==> config.mk <==
export PLATFORM = sky130hd
export DESIGN_NAME = random_access_queue_flat
export DESIGN_NICKNAME = d
export VERILOG_FILES = /design/src/rtl/random_access_queue_pkg.sv /design/src/rtl/random_access_queue_if.sv /design/src/rtl/rand_queue_nth_picker.sv /design/src/rtl/random_access_queue.sv /design/src/flat_wrapper.sv
export SDC_FILE = /design/constraint.sdc
export NUM_CORES = 1
export LEC_CHECK = 0
export ABC_AREA = 1
export CELL_PAD_IN_SITES_DETAIL_PLACEMENT = 0
export CELL_PAD_IN_SITES_GLOBAL_PLACEMENT = 1
export CORE_ASPECT_RATIO = 0.8
export CORE_MARGIN = 2
export CORE_UTILIZATION = 37
export CTS_CLUSTER_DIAMETER = 60
export DETAILED_ROUTE_END_ITERATION = 7
export PLACE_DENSITY_LB_ADDON = 0.25
export SLEW_MARGIN = 15
export SYNTH_ARGS = -nofsm -noshare
export SYNTH_HDL_FRONTEND = slang
export SYNTH_SLANG_ARGS = --single-unit
==> constraint.sdc <==
create_clock -name clk_i -period 5.02 [get_ports clk_i]
set_clock_uncertainty 0.15 [all_clocks]
set_input_delay 1.004 -clock clk_i [delete_from_list [all_inputs] [get_ports clk_i]]
set_output_delay 1.004 -clock clk_i [all_outputs]
set_load 0.02 [all_outputs]
==> src/rtl/random_access_queue_pkg.sv <==
// Shared helpers for the random-access queue: bit counting, width sizing and
// lowest-set-bit isolation over a fixed-width mask.
package random_access_queue_pkg;

  localparam int MaxDepth = 64;

  function automatic int cnt_width(input int depth);
    return $clog2(depth + 1);
  endfunction

  function automatic int unsigned popcount(input logic [MaxDepth-1:0] m);
    int unsigned c;
    c = 0;
    for (int k = 0; k < MaxDepth; k++) c += 32'(m[k]);
    return c;
  endfunction

  // Two's-complement trick: m & -m keeps only the lowest set bit.
  function automatic logic [MaxDepth-1:0] lowest_set(input logic [MaxDepth-1:0] m);
    return m & (~m + MaxDepth'(1));
  endfunction

endpackage

==> src/rtl/random_access_queue_if.sv <==
// Producer/consumer-facing signal bundle for random_access_queue.
interface random_access_queue_if
  import random_access_queue_pkg::*;
#(
  parameter int Depth     = 8,
  parameter int EnqWidth  = 2,
  parameter int DeqWidth  = 2,
  parameter int DataWidth = 32
);
  localparam int IdxWidth = $clog2(Depth);
  localparam int CntWidth = cnt_width(Depth);

  logic                                flush_i;
  logic [EnqWidth-1:0]                 enq_vld_i;
  logic [EnqWidth-1:0][DataWidth-1:0]  enq_data_i;
  logic [EnqWidth-1:0]                 enq_rdy_o;
  logic [EnqWidth-1:0][IdxWidth-1:0]   enq_idx_o;
  logic [Depth-1:0]                    sel_mask_i;
  logic [DeqWidth-1:0]                 deq_vld_o;
  logic [DeqWidth-1:0][DataWidth-1:0]  deq_data_o;
  logic [DeqWidth-1:0][IdxWidth-1:0]   deq_idx_o;
  logic [DeqWidth-1:0]                 deq_rdy_i;
  logic [Depth-1:0]                    entry_vld_o;
  logic [CntWidth-1:0]                 count_o;

  modport slave (
    input  flush_i, enq_vld_i, enq_data_i, sel_mask_i, deq_rdy_i,
    output enq_rdy_o, enq_idx_o, deq_vld_o, deq_data_o, deq_idx_o, entry_vld_o, count_o
  );

  modport master (
    output flush_i, enq_vld_i, enq_data_i, sel_mask_i, deq_rdy_i,
    input  enq_rdy_o, enq_idx_o, deq_vld_o, deq_data_o, deq_idx_o, entry_vld_o, count_o
  );

endinterface

==> src/rtl/rand_queue_nth_picker.sv <==
// Returns one-hot masks of the 1st..Width-th lowest set bits of mask_i,
// with a found flag per port.
module rand_queue_nth_picker
  import random_access_queue_pkg::*;
#(
  parameter int Depth = 8,
  parameter int Width = 2
) (
  input  logic [Depth-1:0]             mask_i,
  output logic [Width-1:0][Depth-1:0]  onehot_o,
  output logic [Width-1:0]             found_o
);

  logic [Depth-1:0] rem;

  // Peel off the lowest remaining bit once per port.
  always_comb begin
    rem      = mask_i;
    onehot_o = '0;
    found_o  = '0;
    for (int w = 0; w < Width; w++) begin
      onehot_o[w] = Depth'(lowest_set(MaxDepth'(rem)));
      found_o[w]  = |rem;
      rem         = rem & ~onehot_o[w];
    end
  end

endmodule

==> src/rtl/random_access_queue.sv <==
// Out-of-order entry buffer: lowest-free allocation for writers, lowest-eligible
// offer for readers, any-order retirement.
module random_access_queue
  import random_access_queue_pkg::*;
#(
  parameter int Depth     = 8,
  parameter int EnqWidth  = 2,
  parameter int DeqWidth  = 2,
  parameter int DataWidth = 32
) (
  input  logic                  clk_i,
  input  logic                  rst_ni,
  random_access_queue_if.slave  q_if
);

  localparam int IdxWidth = $clog2(Depth);
  localparam int CntWidth = cnt_width(Depth);

  logic [Depth-1:0]                   vld_q, vld_d;
  logic [Depth-1:0][DataWidth-1:0]    data_q, data_d;
  logic [CntWidth-1:0]                count_q, count_d;

  logic [Depth-1:0]                   free_mask, elig_mask;
  logic [EnqWidth-1:0][Depth-1:0]     enq_oh;
  logic [EnqWidth-1:0]                enq_found;
  logic [DeqWidth-1:0][Depth-1:0]     deq_oh;
  logic [DeqWidth-1:0]                deq_found;
  logic [EnqWidth-1:0][IdxWidth-1:0]  enq_idx;
  logic [DeqWidth-1:0][IdxWidth-1:0]  deq_idx;
  logic [DeqWidth-1:0][DataWidth-1:0] deq_data;

  // Masking the picker inputs during reset zeroes every port output at once.
  assign free_mask = rst_ni ? ~vld_q : '0;
  assign elig_mask = rst_ni ? (vld_q & q_if.sel_mask_i) : '0;

  rand_queue_nth_picker #(.Depth(Depth), .Width(EnqWidth)) u_enq_pick (
    .mask_i   (free_mask),
    .onehot_o (enq_oh),
    .found_o  (enq_found)
  );

  rand_queue_nth_picker #(.Depth(Depth), .Width(DeqWidth)) u_deq_pick (
    .mask_i   (elig_mask),
    .onehot_o (deq_oh),
    .found_o  (deq_found)
  );

  always_comb begin
    enq_idx  = '0;
    deq_idx  = '0;
    deq_data = '0;
    for (int i = 0; i < EnqWidth; i++)
      for (int k = 0; k < Depth; k++)
        if (enq_oh[i][k]) enq_idx[i] = IdxWidth'(k);
    for (int j = 0; j < DeqWidth; j++)
      for (int k = 0; k < Depth; k++)
        if (deq_oh[j][k]) begin
          deq_idx[j]  = IdxWidth'(k);
          deq_data[j] = data_q[k];
        end
  end

  assign q_if.enq_rdy_o   = enq_found;
  assign q_if.enq_idx_o   = enq_idx;
  assign q_if.deq_vld_o   = deq_found;
  assign q_if.deq_idx_o   = deq_idx;
  assign q_if.deq_data_o  = deq_data;
  assign q_if.entry_vld_o = vld_q;
  assign q_if.count_o     = count_q;

  // Enq and deq bindings both derive from vld_q, so they never hit the same entry.
  always_comb begin
    vld_d  = vld_q;
    data_d = data_q;
    for (int i = 0; i < EnqWidth; i++)
      if (q_if.enq_vld_i[i] && enq_found[i]) begin
        vld_d = vld_d | enq_oh[i];
        for (int k = 0; k < Depth; k++)
          if (enq_oh[i][k]) data_d[k] = q_if.enq_data_i[i];
      end
    for (int j = 0; j < DeqWidth; j++)
      if (deq_found[j] && q_if.deq_rdy_i[j]) vld_d = vld_d & ~deq_oh[j];
    if (q_if.flush_i) vld_d = '0;
    count_d = CntWidth'(popcount(MaxDepth'(vld_d)));
  end

  always_ff @(posedge clk_i) begin
    if (!rst_ni) begin
      vld_q   <= '0;
      count_q <= '0;
    end else begin
      vld_q   <= vld_d;
      count_q <= count_d;
    end
  end

  always_ff @(posedge clk_i) data_q <= data_d;

endmodule
==> src/flat_wrapper.sv <==
// flat-port wrapper written by rule: the top's interface ports become plain ports
module random_access_queue_flat import random_access_queue_pkg::*;
#(
  parameter int Depth     = 8,
  parameter int EnqWidth  = 2,
  parameter int DeqWidth  = 2,
  parameter int DataWidth = 32
)
  (clk_i, rst_ni, q_if_flush_i, q_if_enq_vld_i, q_if_enq_data_i, q_if_sel_mask_i, q_if_deq_rdy_i, q_if_enq_rdy_o, q_if_enq_idx_o, q_if_deq_vld_o, q_if_deq_data_o, q_if_deq_idx_o, q_if_entry_vld_o, q_if_count_o);
  random_access_queue_if #(.Depth(Depth), .EnqWidth(EnqWidth), .DeqWidth(DeqWidth), .DataWidth(DataWidth)) q_if_i ();
  input  logic clk_i;
  input  logic rst_ni;
  input wire logic [$bits(q_if_i.flush_i)-1:0] q_if_flush_i;
  input wire logic [$bits(q_if_i.enq_vld_i)-1:0] q_if_enq_vld_i;
  input wire logic [$bits(q_if_i.enq_data_i)-1:0] q_if_enq_data_i;
  input wire logic [$bits(q_if_i.sel_mask_i)-1:0] q_if_sel_mask_i;
  input wire logic [$bits(q_if_i.deq_rdy_i)-1:0] q_if_deq_rdy_i;
  output wire logic [$bits(q_if_i.enq_rdy_o)-1:0] q_if_enq_rdy_o;
  output wire logic [$bits(q_if_i.enq_idx_o)-1:0] q_if_enq_idx_o;
  output wire logic [$bits(q_if_i.deq_vld_o)-1:0] q_if_deq_vld_o;
  output wire logic [$bits(q_if_i.deq_data_o)-1:0] q_if_deq_data_o;
  output wire logic [$bits(q_if_i.deq_idx_o)-1:0] q_if_deq_idx_o;
  output wire logic [$bits(q_if_i.entry_vld_o)-1:0] q_if_entry_vld_o;
  output wire logic [$bits(q_if_i.count_o)-1:0] q_if_count_o;
  assign q_if_i.flush_i = q_if_flush_i;
  assign q_if_i.enq_vld_i = q_if_enq_vld_i;
  assign q_if_i.enq_data_i = q_if_enq_data_i;
  assign q_if_i.sel_mask_i = q_if_sel_mask_i;
  assign q_if_i.deq_rdy_i = q_if_deq_rdy_i;
  assign q_if_enq_rdy_o = q_if_i.enq_rdy_o;
  assign q_if_enq_idx_o = q_if_i.enq_idx_o;
  assign q_if_deq_vld_o = q_if_i.deq_vld_o;
  assign q_if_deq_data_o = q_if_i.deq_data_o;
  assign q_if_deq_idx_o = q_if_i.deq_idx_o;
  assign q_if_entry_vld_o = q_if_i.entry_vld_o;
  assign q_if_count_o = q_if_i.count_o;
  random_access_queue #(.Depth(Depth), .EnqWidth(EnqWidth), .DeqWidth(DeqWidth), .DataWidth(DataWidth)) u_core (.clk_i(clk_i), .rst_ni(rst_ni), .q_if(q_if_i));
endmodule
==> results of run 1 <==
[layout make-up]
cell class              instances  share of cell area, %
repair buffers                327                  15.53
well taps                     544                  3.465
inverters                     286                  5.478
clock buffers                  50                  5.160
multi-input cells            1630                  40.74
clock inverters                12                 0.6752
flip-flops and latches        268                  28.95
[worst min-delay path: stages, from the launching register on]
cell,delay (ns)
dfxtp_1,0.33
o211ai_1,0.09
o21ai_1,0.07
[placed cells by master (no fill, tap or decap), types with 14 or more instances in the layout]
cell type        Yosys  routed
o21ai_0            227     227
clkbuf_2             0      14
o21ai_1            132     132
clkdlybuf4s50_1      0     120
nor3_1              38      36
edfxtp_1            32      32
nand3_1             66      64
inv_1              268     268
o221ai_1            23      23
clkbuf_16            0      36
o2111ai_1           16      14
dlygate4sd2_1        0      30
inv_2               17      17
nor2_1              99      92
a21oi_1            149     148
buf_12               0      18
o22ai_1             40      40
nand2_1            656     651
nand4_1             61      61
dfxtp_1            236     236
buf_4               15     132
o211ai_1            64      64
[cell families after synthesis]
logic type	after synthesis	synth area share, %
xor gates and xnor gates	1	0.05675
AOI/OAI and AO/OA	654	23.68
and+or+nand+nor	968	26.72
DFF	268	36.83
buffers and inverters	441	11.96
adders and majority gates	7	0.7620
[per-layer routing]
layer,track usage [%],share of wire [%]
met1,43.86,45
met2,45.02,42
met3,5.058,9.4
met4,9.246,3.0
met5,0,0
[Yosys cell counts, types with 2 or more instances]
master / n
o22ai_1: 40
o2111ai_1: 16
nor2_2: 9
buf_4: 15
nand3b_1: 3
nand2_2: 6
buf_1: 9
nand3_1: 66
clkbuf_1: 66
a21oi_4: 2
fa_1: 4
ha_1: 3
buf_6: 8
nor2_1: 99
o21ai_0: 227
o211ai_1: 64
nand3_2: 5
o221ai_1: 23
edfxtp_1: 32
dfxtp_1: 236
a21oi_1: 149
nand2_1: 656
nor3_2: 2
and2_1: 8
nor3_1: 38
and2_0: 5
inv_2: 17
nor2_4: 5
o21ai_1: 132
inv_1: 268
nand4_1: 61
buf_2: 57
[what timing repair did]
item / 4_1_cts / 5_1_grt
endpoints found under the setup margin: 46 / 55
hold buffers: 0 / 0
hold endpoints to repair: 0 / 0
pin swaps: 0 / 2
gates resized for setup: 50 / 47
buffers inserted: 1 / 0
[through the flow]
step                power [µW]  TNS [ns]  hold slack [ns]  std cells  area (µm²)
floorplan                 3948         0           0.3276       2339       15440
global placement          4401    -2.406           0.3523       3054       18500
detailed placement        4451    -4.318           0.3558       3054       18500
CTS                       6972         0           0.3743       3117       19630
global route              7346         0           0.3976       3117       19640
finish                    6991         0           0.3734       3117       19640
[how the worst min path moves through the flow]
stage                         end  slack [ns]  depth (start not counted)               start
6_report       u_core.data_q[175]        0.37                          2  u_core.data_q[175]
5_1_grt        u_core.data_q[126]        0.40                          2  u_core.data_q[126]
4_1_cts        u_core.data_q[165]        0.37                          2  u_core.data_q[165]
3_5_place_dp   u_core.data_q[165]        0.36                          2  u_core.data_q[165]
3_3_place_gp   u_core.data_q[165]        0.35                          2  u_core.data_q[165]
2_1_floorplan  u_core.data_q[165]        0.33                          2  u_core.data_q[165]
[power breakdown]
part	total, µW	switching, µW	internal [µW]
logic	1380	821	560
clock network	2530	1010	1520
registers	3080	347	2730
total	6990	2180	4810
==> reports/metrics.cfg, run 1 <==
[status]
run_status = finished clean

[setup_path]
crit_fanout = 16
endpoint_kind = output port
path_cells = clkdlybuf4s50_1, nand3_2, buf_4, nand2_1, buf_6, buf_12, o221ai_1, a21oi_1, nand4_1, clkdlybuf4s50_1
crit_top_cell = clkdlybuf4s50_1
crit_buf_inv = 5
worstSetupStartpointType = input port
crit_cells = 10
worst_ep_arrival_time_ns = 3.69
reg2reg_slack_ns = 0.87
cpPeakStageDelay_ns = 0.58
crit_slowest_cell = clkdlybuf4s50_1
rr_endpoint = u_core.q_if.count_o[2]
cp_top_family = buffers and inverters
cp-endpoint = q_if_deq_data_o[31]
path_class = in2out
required_ns = 3.87
r2r_cells = 16
rr_startpoint = u_core.q_if.entry_vld_o[1]
cp-startpoint = q_if_sel_mask_i[0]

[global_route]
grt_max_degree = 65
grtUsageTotal_pct = 30.08
first_global_vias = 16360
overflow = 0
grt_pass1_wl_um = 100400
antenna_found_initial = 0

[sta]
layout_worst_path_cycle_share_pct = 96.44
final_max_slew_viol_count = 0
fin_crit_ns = 4.841
timing_hold_violations_final = 0
worstMarginPinSlew_ns = 0.9015
rsz0062_at_grt = false
relSlewSlack_pct = 39.82
setup_slack_ns = 0.1785
setup_viol = 0
fmax_mhz = 206.5

[hold_path]
hold_class = reg2reg

[clock_tree]
clk_pin_slew_ns = 0.05
cts_buffer_depth = 3
cts_root_buf = clkbuf_16
cts_sinks = 268
cts_tree = done
clk_latency_ns = 0.53
htreeDepth = 2
cts_buffers = 34

[detailed_routing]
drt_pre_antenna_iters = 6
drt_iter0_drc = 2042
drc = 0
viasPerCell = 5.584
post_drt_wl_per_cell_um = 21.27
routed_wl_um = 66310
ant_nets = 0
vias = 17410

[power_and_ir_drop]
worst_ir_drop_vdd_uv = 247.7
powerDensity_nw_per_um2 = 355.9
leakagePower_uw = 0.008889

[synth]
synth_edf_count = 32
syn_inst = 2339
synth_area_leaders = dfxtp_1, nand2_1, o21ai_0, inv_1, edfxtp_1
avgSynthCellArea_um2 = 6.599
synth_seq_area_share_pct = 36.83
netlist-cell-type-count = 40
synth_nets = 2425
synth_ff_type = dfxtp_1
yosysTopAreaCell = dfxtp_1
synth-async-reset-ratio_pct = 0
post-synth-top-area-fraction_pct = 30.61
yosys_warnings = 0
ys_seq_elements = 268
syn_area_um2 = 15440

[floorplanning]
die_h_um = 186.7
core_area_um2 = 40880
initial_core_util_pct = 37.76
top_level_ports = 171
dieArea_um2 = 43380
fp.dieW_um = 232.4
rows = 66

[final_layout]
drive_above_1_share_pct = 11.43
areaGrowthSynthToFinish_pct = 27.24
regArea_um2 = 5685
multi_input_area_um2 = 8003
diodes = 0
fillCellCount = 4103
fin_nets = 2633
final_util_pct = 48.05

[placement]
detailed_place_hpwl_um = 41940
port_buffers = 170
pre_cts_slack_ns = -0.3160
place_congestion = 0.9098

[flow_run]
max_cap_viol_count = 0

(Power assumes the default switching activity.)
==> inputs of run 2 (changes only) <==
--- a/constraint.sdc
+++ b/constraint.sdc
@@ -4,2 +4,2 @@
 set_output_delay 1.004 -clock clk_i [all_outputs]
-set_load 0.02 [all_outputs]
+set_load 0.05 [all_outputs]
==> reports/metrics.cfg, run 2 (synthesized netlist as in run 1, its figures left out) <==
[clock_tree]
cts_buffers = 34
clk_latency_ns = 0.52
cts_sinks = 268
cts_tree = done
cts_root_buf = clkbuf_16
htreeDepth = 2
cts_buffer_depth = 3
hold_buffers = 0
clk_pin_slew_ns = 0.06

[setup_path]
path_cells = clkdlybuf4s50_1, buf_4, nand3_2, nor2_1, inv_2, buf_4, nand2_1, buf_4, o22ai_1, a21oi_1, and2_0, nand4_1, buf_12
crit_slowest_cell = clkdlybuf4s50_1
required_ns = 3.87
cpPeakStageDelay_ns = 0.50
worst_ep_arrival_time_ns = 3.76
worstSetupStartpointType = input port
r2r_cells = 16
endpoint_kind = output port
path_class = in2out
crit_top_cell = buf_4
crit_fanout = 32

[power_and_ir_drop]
leakagePower_uw = 0.008915
powerDensity_nw_per_um2 = 353.1
worst_ir_drop_vdd_uv = 245.4

[final_layout]
fin_area_um2 = 20140
areaGrowthSynthToFinish_pct = 30.45
final_util_pct = 49.26
drive_above_1_share_pct = 13.59
fin_nets = 2622
fillCellCount = 4118
final_common_cell = nand2_1
final_cell_mix = nand2_1, inv_1, dfxtp_1

[detailed_routing]
drt_iter0_drc = 1964
routed_wl_um = 67230
post_drt_wl_per_cell_um = 21.64
ant_nets = 0
drc = 0
viasPerCell = 5.602
drt_pre_antenna_iters = 6
wl_met1_um = 29420
wl_met3_um = 6507
top_layer = met4
dr_wl_met2_um = 29190
vias = 17400

[global_route]
grt_pass1_wl_um = 100000
grtUsageTotal_pct = 30.11
first_global_vias = 16410
antenna_found_initial = 1
overflow = 0
grt_max_degree = 65

[sta]
fmax_mhz = 203.5
layout_worst_path_cycle_share_pct = 97.88
worstMarginPinSlew_ns = 1.049
whs_ns = 0.3752
timing_hold_violations_final = 0
relSlewSlack_pct = 29.95
setup_viol = 0
setup_slack_ns = 0.1064
fin_crit_ns = 4.914
final_max_slew_viol_count = 0

[status]
run_status = finished clean

[placement]
pre_cts_slack_ns = -0.2032
dpl-instance-area_um2 = 18860
place_congestion = 0.8832
port_buffers = 170
detailed_place_hpwl_um = 40780

[floorplanning]
rows = 66
top_level_ports = 171
initial_core_util_pct = 37.76
core_area_um2 = 40880
dieArea_um2 = 43380
fp.dieW_um = 232.4
die_h_um = 186.7

[hold_path]
hold_class = reg2reg
holdPathStages = 2

[flow_run]
max_cap_viol_count = 0

run 2: cell types whose count changed in the layout (fill, tap and decap cells not counted), moves of 3 or more:
cell	delta
dlygate4sd2_1	-30
dlymetal6s2s_1	-6
buf_12	+55
buf_4	+15
nand3_2	+4
buf_8	-3
clkdlybuf4s50_1	-30
nand3_1	-4
clkbuf_1	-3
clkbuf_2	-14
run 2: worst max-delay path: cells and delay by family:
family,cells,cell delay (ns)
buffers and inverters,6,1.61
and+or+nand+nor,5,0.84
AOI/OAI and AO/OA,2,0.28
run 2: area by class of cell:
cell class / instances / area, µm² / share of cell area, %
Multi-Input combinational cell: 1630 / 7991 / 39.69
Sequential cell: 268 / 5685 / 28.23
Timing Repair Buffer: 316 / 3547 / 17.62
Inverter: 286 / 1076 / 5.344
Clock buffer: 48 / 1005 / 4.989
Tap cell: 544 / 680.7 / 3.380
Clock inverter: 13 / 148.9 / 0.7394
Antenna cell: 1 / 2.502 / 0.01243
run 2: stage by stage:
stage	TNS [ns]	total power, µW	std cells
after detailed placement	-0.3373	4542	3040
after CTS	0	7096	3101
after floorplan	0	4006	2339
after global placement	-0.2839	4489	3040
after global routing	-0.0008709	7457	3106
final	0	7110	3106
run 2: per-layer routing:
layer | vias up | global-route usage, %
li1 | 8168 | -
met1 | 8137 | 42.63
met2 | 952 | 46.29
met3 | 144 | 4.890
met4 | 0 | 10.11
met5 | - | 0
run 2: report_power, final:
part	switching, µW	internal (µW)	leakage [µW]	total [µW]
Clock	1010	1550	0.000577	2560
Sequential	342	2730	0.00229	3080
Combinational	881	595	0.00605	1480
Total	2230	4880	0.00891	7110
run 2: final timing paths:
kind,start,endpoint,slack (ns)
max,rst_ni,q_if_deq_data_o[32],0.11
min,u_core.data_q[166],u_core.data_q[166],0.38
max reg2reg,u_core.q_if.entry_vld_o[0],u_core.q_if.count_o[2],0.88
min reg2reg,u_core.data_q[166],u_core.data_q[166],0.38
run 2: what timing repair did:
item | in CTS | in global routing
endpoints found under the hold margin | 0 | 0
gates resized for setup | 0 | 12
endpoints found under the setup margin | 0 | 23
setup buffers | 0 | 2
